## src/rtl/accum_deskew_fifo_if.sv

```systemverilog
// Bundle of the deskew FIFO's array-side input and consumer-side handshake.
// The block itself connects through "slave"; the producer/consumer side uses "master".
interface accum_deskew_fifo_if #(
  parameter int OC0   = 4,
  parameter int DEPTH = 16
);
  localparam int CW = $clog2(DEPTH) + 1;

  logic                accum_valid_in;
  logic [32*OC0-1:0]   accum_in_chained;
  logic                out_valid;
  logic                out_ready;
  logic [32*OC0-1:0]   out_data;
  logic [CW-1:0]       fifo_count;
  logic                ready_for_more;
  logic                overflow;

  modport master (
    output accum_valid_in, accum_in_chained, out_ready,
    input  out_valid, out_data, fifo_count, ready_for_more, overflow
  );

  modport slave (
    input  accum_valid_in, accum_in_chained, out_ready,
    output out_valid, out_data, fifo_count, ready_for_more, overflow
  );
endinterface

```

## src/rtl/accum_deskew_fifo.sv

```systemverilog
// Realigns the MAC array's column-skewed bottom-row sums into one word per vector
// and queues the words in a first-word-fall-through FIFO with credit-style flow control.
module accum_deskew_fifo #(
  parameter int IC0   = 4,
  parameter int OC0   = 4,   // must be >= 2
  parameter int DEPTH = 16   // power of 2, >= 2*(IC0+OC0)
) (
  input  logic                clk,
  input  logic                rst,
  accum_deskew_fifo_if.slave  bus
);
  localparam int AW = $clog2(DEPTH);
  localparam int CW = AW + 1;
  localparam int W  = 32 * OC0;
  localparam int SR = OC0 - 1;

  localparam logic [CW-1:0] FULL     = CW'(DEPTH);
  localparam logic [CW+1:0] MARGIN   = (CW+2)'(IC0);
  localparam logic [CW+1:0] DEPTH_W  = (CW+2)'(DEPTH);

  logic [SR-1:0]  vsr;
  logic           v_aligned;
  logic [W-1:0]   aligned;

  logic [W-1:0]   mem [DEPTH];
  logic [AW-1:0]  wr_ptr;
  logic [AW-1:0]  rd_ptr;
  logic [CW-1:0]  count;
  logic           overflow_q;

  logic           empty;
  logic           full;
  logic           do_read;
  logic           do_write;
  logic           drop;
  logic [CW+1:0]  inflight;

  // ---------------------------------------------------------------- deskew
  // NOTE: sequential state uses non-blocking assignments so every register
  // samples the pre-edge value of its neighbour; blocking here would collapse the shift.
  always_ff @(posedge clk) begin
    if (rst) begin
      vsr <= '0;
    end else begin
      vsr[0] <= bus.accum_valid_in;
      for (int k = 1; k < SR; k++) vsr[k] <= vsr[k-1];
    end
  end

  assign v_aligned = vsr[SR-1];

  // Column j waits OC0-1-j cycles so it lines up with the last column.
  for (genvar j = 0; j < OC0 - 1; j++) begin : g_col
    localparam int N = OC0 - 1 - j;
    logic [31:0] pipe [N];

    always_ff @(posedge clk) begin
      pipe[0] <= bus.accum_in_chained[32*j +: 32];
      for (int k = 1; k < N; k++) pipe[k] <= pipe[k-1];
    end

    assign aligned[32*j +: 32] = pipe[N-1];
  end

  assign aligned[32*(OC0-1) +: 32] = bus.accum_in_chained[32*(OC0-1) +: 32];

  // ------------------------------------------------------------------ FIFO
  assign empty    = (count == '0);
  assign full     = (count == FULL);
  assign do_read  = !empty && bus.out_ready;
  // A full queue still accepts a word when the head leaves in the same cycle.
  assign do_write = v_aligned && (!full || do_read);
  assign drop     = v_aligned && full && !do_read;

  // NOTE: the storage array has no reset; only pointers and count define which
  // entries are meaningful, so clearing it would add logic without changing behaviour.
  always_ff @(posedge clk) begin
    if (do_write) mem[wr_ptr] <= aligned;
  end

  always_ff @(posedge clk) begin
    if (rst) begin
      wr_ptr     <= '0;
      rd_ptr     <= '0;
      count      <= '0;
      overflow_q <= 1'b0;
    end else begin
      if (do_write) wr_ptr <= wr_ptr + AW'(1);
      if (do_read)  rd_ptr <= rd_ptr + AW'(1);
      if (do_write && !do_read)      count <= count + CW'(1);
      else if (do_read && !do_write) count <= count - CW'(1);
      if (drop) overflow_q <= 1'b1;
    end
  end

  // ------------------------------------------------------------ flow control
  // NOTE: every variable in a combinational block gets a default first, so no
  // path leaves it unassigned and no latch is inferred.
  always_comb begin
    inflight = '0;
    for (int k = 0; k < SR; k++) inflight = inflight + {{(CW+1){1'b0}}, vsr[k]};
  end

  assign bus.ready_for_more = ({2'b00, count} + inflight + MARGIN) < DEPTH_W;
  assign bus.out_valid      = !empty;
  assign bus.out_data       = empty ? '0 : mem[rd_ptr];
  assign bus.fifo_count     = count;
  assign bus.overflow       = overflow_q;

endmodule
```

## src/flat_wrapper.sv

```systemverilog
// flat-port wrapper written by rule: the top's interface ports become plain ports
module accum_deskew_fifo_flat 
#(
  parameter int IC0   = 4,
  parameter int OC0   = 4,                  
  parameter int DEPTH = 16                                
)
  (clk, rst, bus_accum_valid_in, bus_accum_in_chained, bus_out_ready, bus_out_valid, bus_out_data, bus_fifo_count, bus_ready_for_more, bus_overflow);
  accum_deskew_fifo_if #(.OC0(OC0), .DEPTH(DEPTH)) bus_i ();
  input  logic clk;
  input  logic rst;
  input wire logic [$bits(bus_i.accum_valid_in)-1:0] bus_accum_valid_in;
  input wire logic [$bits(bus_i.accum_in_chained)-1:0] bus_accum_in_chained;
  input wire logic [$bits(bus_i.out_ready)-1:0] bus_out_ready;
  output wire logic [$bits(bus_i.out_valid)-1:0] bus_out_valid;
  output wire logic [$bits(bus_i.out_data)-1:0] bus_out_data;
  output wire logic [$bits(bus_i.fifo_count)-1:0] bus_fifo_count;
  output wire logic [$bits(bus_i.ready_for_more)-1:0] bus_ready_for_more;
  output wire logic [$bits(bus_i.overflow)-1:0] bus_overflow;
  assign bus_i.accum_valid_in = bus_accum_valid_in;
  assign bus_i.accum_in_chained = bus_accum_in_chained;
  assign bus_i.out_ready = bus_out_ready;
  assign bus_out_valid = bus_i.out_valid;
  assign bus_out_data = bus_i.out_data;
  assign bus_fifo_count = bus_i.fifo_count;
  assign bus_ready_for_more = bus_i.ready_for_more;
  assign bus_overflow = bus_i.overflow;
  accum_deskew_fifo #(.IC0(IC0), .OC0(OC0), .DEPTH(DEPTH)) u_core (.clk(clk), .rst(rst), .bus(bus_i));
endmodule
```

## config.mk

```make
export PLATFORM = sky130hd
export DESIGN_NAME = accum_deskew_fifo_flat
export DESIGN_NICKNAME = d
export VERILOG_FILES = /design/src/rtl/accum_deskew_fifo_if.sv /design/src/rtl/accum_deskew_fifo.sv /design/src/flat_wrapper.sv
export SDC_FILE = /design/constraint.sdc
export NUM_CORES = 2
export LEC_CHECK = 0
export CORE_MARGIN = 3
export CORE_UTILIZATION = 25
export DETAILED_ROUTE_END_ITERATION = 8
export GPL_TIMING_DRIVEN = 1
export SLEW_MARGIN = 25
export SYNTH_ARGS = -nofsm -noshare
export SYNTH_HDL_FRONTEND = slang
export SYNTH_SLANG_ARGS = --single-unit
```

## constraint.sdc

```tcl
create_clock -name clk -period 25.2 [get_ports clk]
set_clock_uncertainty 0.1 [all_clocks]
set_input_delay 5.04 -clock clk [delete_from_list [all_inputs] [get_ports clk]]
set_output_delay 5.04 -clock clk [all_outputs]
set_load 0.05 [all_outputs]
```

==> reports/summary.txt <==
RUN STATUS
--------------------------------------------------------------------------------------------------
Run status ..........................................................................    completed

STA
--------------------------------------------------------------------------------------------------
Final Hold Viols ....................................................................            0
Setup violators final ...............................................................            0
Tcrit/Tclk final ....................................................................        45.6%
Transition time of the tightest slew-check pin ......................................      1040 ps
Post-route minimum period ...........................................................    11,490 ps
Setup repair after global routing missed its margin .................................           no
Final Slew Violations ...............................................................            0
Accumulated negative setup slack ....................................................         0 ps
Fmax achieved .......................................................................   0.0870 GHz
Slew Limit Headroom .................................................................        30.4%
Post-route worst setup slack ........................................................    13,710 ps

SYNTHESIS
--------------------------------------------------------------------------------------------------
Most used flip-flop cell after synthesis ............................................ sky130_fd_sc_hd__edfxtp_1
Dominant cells by area after synthesis .............................................. sky130_fd_sc_hd__edfxtp_1 75%, sky130_fd_sc_hd__mux4_2 14%, sky130_fd_sc_hd__dfxtp_1 5.2%
FF+latch count, synth ...............................................................        2,261
Most common cell in the synthesized netlist ......................................... sky130_fd_sc_hd__edfxtp_1
Async set or reset register ratio after synthesis ...................................           0%
Post-synthesis cell type with the largest combined area ............................. sky130_fd_sc_hd__edfxtp_1
Portion of the post-synthesis area used by sequential elements ......................        79.9%
Nets in the synthesized netlist .....................................................        3,595
Syn Inst Count ......................................................................        3,450
Most numerous cell types in the synthesized netlist ................................. 2,048 x sky130_fd_sc_hd__edfxtp_1, 510 x sky130_fd_sc_hd__mux4_2, 213 x sky130_fd_sc_hd__dfxtp_1, 133 x sky130_fd_sc_hd__nor2b_1, 130 x sky130_fd_sc_hd__mux2_2
Average instance area after synthesis ...............................................     23.9 µm²
Synthesis warning total .............................................................            0
Number of enable-type register cells in the synthesized netlist .....................        2,048
Cell Area, Synth ....................................................................   82,300 µm²
Number of distinct library cells after synthesis ....................................           40
Synth top area share ................................................................        74.7%

DETAILED ROUTING
--------------------------------------------------------------------------------------------------
Total number of vias ................................................................       36,900
Post-detailed-route count of antenna-violating nets .................................            0
Post-DR vias/cell ...................................................................         4.39
Initial DRC count ...................................................................        3,168
Total routed wirelength .............................................................   201,000 µm
Post-detailed-route wirelength per cell .............................................      23.8 µm
Number of iterations in the first detailed-routing pass .............................            5
Number of remaining DRC errors ......................................................            0

CLOCK NETWORK
--------------------------------------------------------------------------------------------------
Maximum number of buffers from clock root to sink ...................................            4
H-tree depth reported by CTS ........................................................            4
Clock latency on the worst-skew pair ................................................       880 ps
Cts bufs inserted ...................................................................          237
Post-cts repair resize count ........................................................            0
Clock transition time at the flip-flop clock pins of the worst setup and hold paths .        60 ps
Root buffer cell .................................................................... sky130_fd_sc_hd__clkbuf_16
Total clock sinks ...................................................................        2,261
CTS Hold Bufs .......................................................................            0
CTS tree ............................................................................          yes
Post-CTS setup buffers ..............................................................            0

CRITICAL PATH
--------------------------------------------------------------------------------------------------
Largest stage delay, worst path .....................................................       860 ps
Crit path cell chain ................................................................ buf_4, buf_4, buf_4, mux4_2, mux2_2, a221o_1, clkdlybuf4s50_1
Crit path capture type ..............................................................  output port
Buffer and inverter count on the worst path .........................................            4
CP arrival ..........................................................................      6350 ps
Critical path launch point type .....................................................     register
CP required .........................................................................    20,060 ps
CP Max Fanout .......................................................................           54
Cell family with the largest share of critical-path delay ........................... buffers and inverters
Setup Crit Path Kind ................................................................ register to output port
Crit-path slowest cell .............................................................. sky130_fd_sc_hd__dfxtp_4
Dominant cell type by count on the critical path .................................... sky130_fd_sc_hd__buf_4

JOB
--------------------------------------------------------------------------------------------------
Max-cap violations ..................................................................            0

POWER AND IR DROP
--------------------------------------------------------------------------------------------------
Sequential fraction of design power .................................................        42.9%
Combinational Power Share ...........................................................        20.9%
Proportion of total power due to net switching ......................................        27.8%
Internal ............................................................................      7.04 mW
Max rail drop VDD ...................................................................   0.000104 V
Power, Total ........................................................................      9.75 mW
Leak Pwr ............................................................................      29.7 nW
Switch Pwr ..........................................................................      2.71 mW
Power density over cell area ........................................................  98.9 nW/µm²
Clock share of power ................................................................        36.2%

PLACED DESIGN
--------------------------------------------------------------------------------------------------
Port-buffer cells ...................................................................          267
Area of placed instances ............................................................   90,600 µm²
Placer Congestion ...................................................................        0.680
HPWL Detailed .......................................................................   103,000 µm
Pre-CTS setup slack .................................................................    14,390 ps

FLOORPLAN
--------------------------------------------------------------------------------------------------
Initial cell density of the core ....................................................        25.1%
Io pins .............................................................................          268
Die Height ..........................................................................       580 µm
Placeable core region ...............................................................  328,000 µm²
Site Rows ...........................................................................          210
Die ar. .............................................................................  336,000 µm²
Die Span X ..........................................................................       580 µm

GRT
--------------------------------------------------------------------------------------------------
Maximum number of pins on one net before global-route repair ........................          100
Initial antenna violation count .....................................................           28
Wire length of the first global-routing pass ........................................   288,000 µm
Vias in the first global route ......................................................       39,200
Overall overflow remaining after global route .......................................            0
Total global routing track utilization ..............................................        11.6%

CELLS AND AREA
--------------------------------------------------------------------------------------------------
Finished layout cell area ...........................................................   98,600 µm²
Utilization after layout ............................................................        30.1%
Fraction of layout instances using a drive strength above 1 .........................        27.2%
Post-layout nets ....................................................................        4,004
Area growth from synthesis to final layout ..........................................        19.7%

WORST HOLD PATH
--------------------------------------------------------------------------------------------------
Class of the tightest hold or removal check ......................................... register to register

[sequential cells by signal, summed over array words and instances (netlist names), named ones only]
name / count
u_core.rd_ptr: 4
u_core.vsr: 3
u_core.wr_ptr: 4
u_core.bus.fifo_count: 5
u_core.mem: 2048
u_core.bus.overflow: 1
u_core.g_col.pipe: 192
[placed cells by master (no fill, tap or decap), types with 3 or more instances in the layout]
master / netlist / routed
sky130_fd_sc_hd__clkbuf_16: 0 / 242
sky130_fd_sc_hd__buf_12: 0 / 9
sky130_fd_sc_hd__xor2_1: 6 / 6
sky130_fd_sc_hd__buf_4: 3 / 68
sky130_fd_sc_hd__clkbuf_1: 72 / 58
sky130_fd_sc_hd__clkinvlp_4: 0 / 15
sky130_fd_sc_hd__nand2b_1: 3 / 3
sky130_fd_sc_hd__clkbuf_8: 0 / 29
sky130_fd_sc_hd__clkinv_2: 0 / 29
sky130_fd_sc_hd__o211ai_1: 4 / 4
sky130_fd_sc_hd__mux4_2: 510 / 510
sky130_fd_sc_hd__mux2_2: 130 / 130
sky130_fd_sc_hd__bufinv_16: 0 / 21
sky130_fd_sc_hd__inv_1: 7 / 7
sky130_fd_sc_hd__mux2i_1: 5 / 5
sky130_fd_sc_hd__nor2b_1: 133 / 133
sky130_fd_sc_hd__buf_16: 0 / 3
sky130_fd_sc_hd__dfxtp_4: 0 / 3
sky130_fd_sc_hd__clkinv_1: 0 / 24
sky130_fd_sc_hd__nand2_1: 6 / 6
sky130_fd_sc_hd__diode_2: 0 / 13
sky130_fd_sc_hd__inv_6: 0 / 8
sky130_fd_sc_hd__nor2_1: 32 / 20
sky130_fd_sc_hd__nor2_4: 0 / 13
sky130_fd_sc_hd__a221o_1: 127 / 127
sky130_fd_sc_hd__inv_8: 0 / 4
sky130_fd_sc_hd__nor3_2: 0 / 5
sky130_fd_sc_hd__dfxtp_1: 213 / 210
sky130_fd_sc_hd__inv_16: 0 / 3
sky130_fd_sc_hd__clkinv_4: 0 / 6
sky130_fd_sc_hd__a21oi_1: 7 / 7
sky130_fd_sc_hd__clkdlybuf4s50_1: 0 / 267
sky130_fd_sc_hd__ha_1: 12 / 12
sky130_fd_sc_hd__edfxtp_1: 2048 / 2048
[power by group through the flow]
stage,Clock [mW],Combinational [mW],Sequential (mW)
floorplan,0,1.42,4.23
finish,3.53,2.03,4.18
CTS,3.63,2.08,4.18
detailed placement,0,2.08,4.26
global placement,0,2.06,4.26
global route,3.77,2.14,4.19
[worst register-to-register path: stages, from the launching register on]
cell,delay [ps]
sky130_fd_sc_hd__dfxtp_1,430
sky130_fd_sc_hd__or4_1,500
sky130_fd_sc_hd__o211ai_1,500
sky130_fd_sc_hd__nor2_4,870
sky130_fd_sc_hd__buf_4,840
sky130_fd_sc_hd__buf_4,860
[final timing paths]
check,cells past startpoint,slack [ps],startpoint,endpoint
max,7,13710,register,bus_out_data[52]
min reg2reg,0,210,u_core.g_col[0].pipe[0][17],u_core.g_col[0].pipe[0][49]
min,0,210,u_core.g_col[0].pipe[0][17],u_core.g_col[0].pipe[0][49]
max reg2reg,5,20620,u_core.bus.fifo_count[1],u_core.mem[11][47]
[final cells by class]
type	instances	area, µm²
fill	31200	229000
sequential	2261	65800
inverter	7	26.3
clock buffer	329	6670
tap	4346	5440
timing repair buffer	348	3460
clock inverter	115	1290
multi-input combinational	1004	15900
antenna	13	32.5
[metrics by stage]
step,instances,hold slack [ps]
after global placement,7963,210
after CTS,8409,224
final,8423,214
after detailed placement,7965,212
after floorplan,3450,210
after global routing,8416,228
[layer usage]
metal / GRT usage (%) / up-vias / share of wire, % / wire, µm
met2: 20.1 / 1053 / 51 / 102000
met1: 14.9 / 20100 / 42 / 83700
met4: 3.53 / 4 / 2.7 / 5320
met5: 0 / - / 0.013 / 27
li1: - / 15500 / - / -
met3: 1.93 / 310 / 4.9 / 9740
[cell families after synthesis]
| logic type | after synthesis | synth area share, % |
|---|---|---|
| AOI/OAI and AO/OA | 146 | 1.71 |
| xor gates and xnor gates | 7 | 0.0745 |
| adders and majority gates | 13 | 0.207 |
| buffers and inverters | 185 | 0.988 |
| DFF | 2261 | 79.9 |
| muxes | 645 | 15.8 |
| and+or+nand+nor | 193 | 1.37 |
No activity file was read; power rests on OpenSTA's default activity.
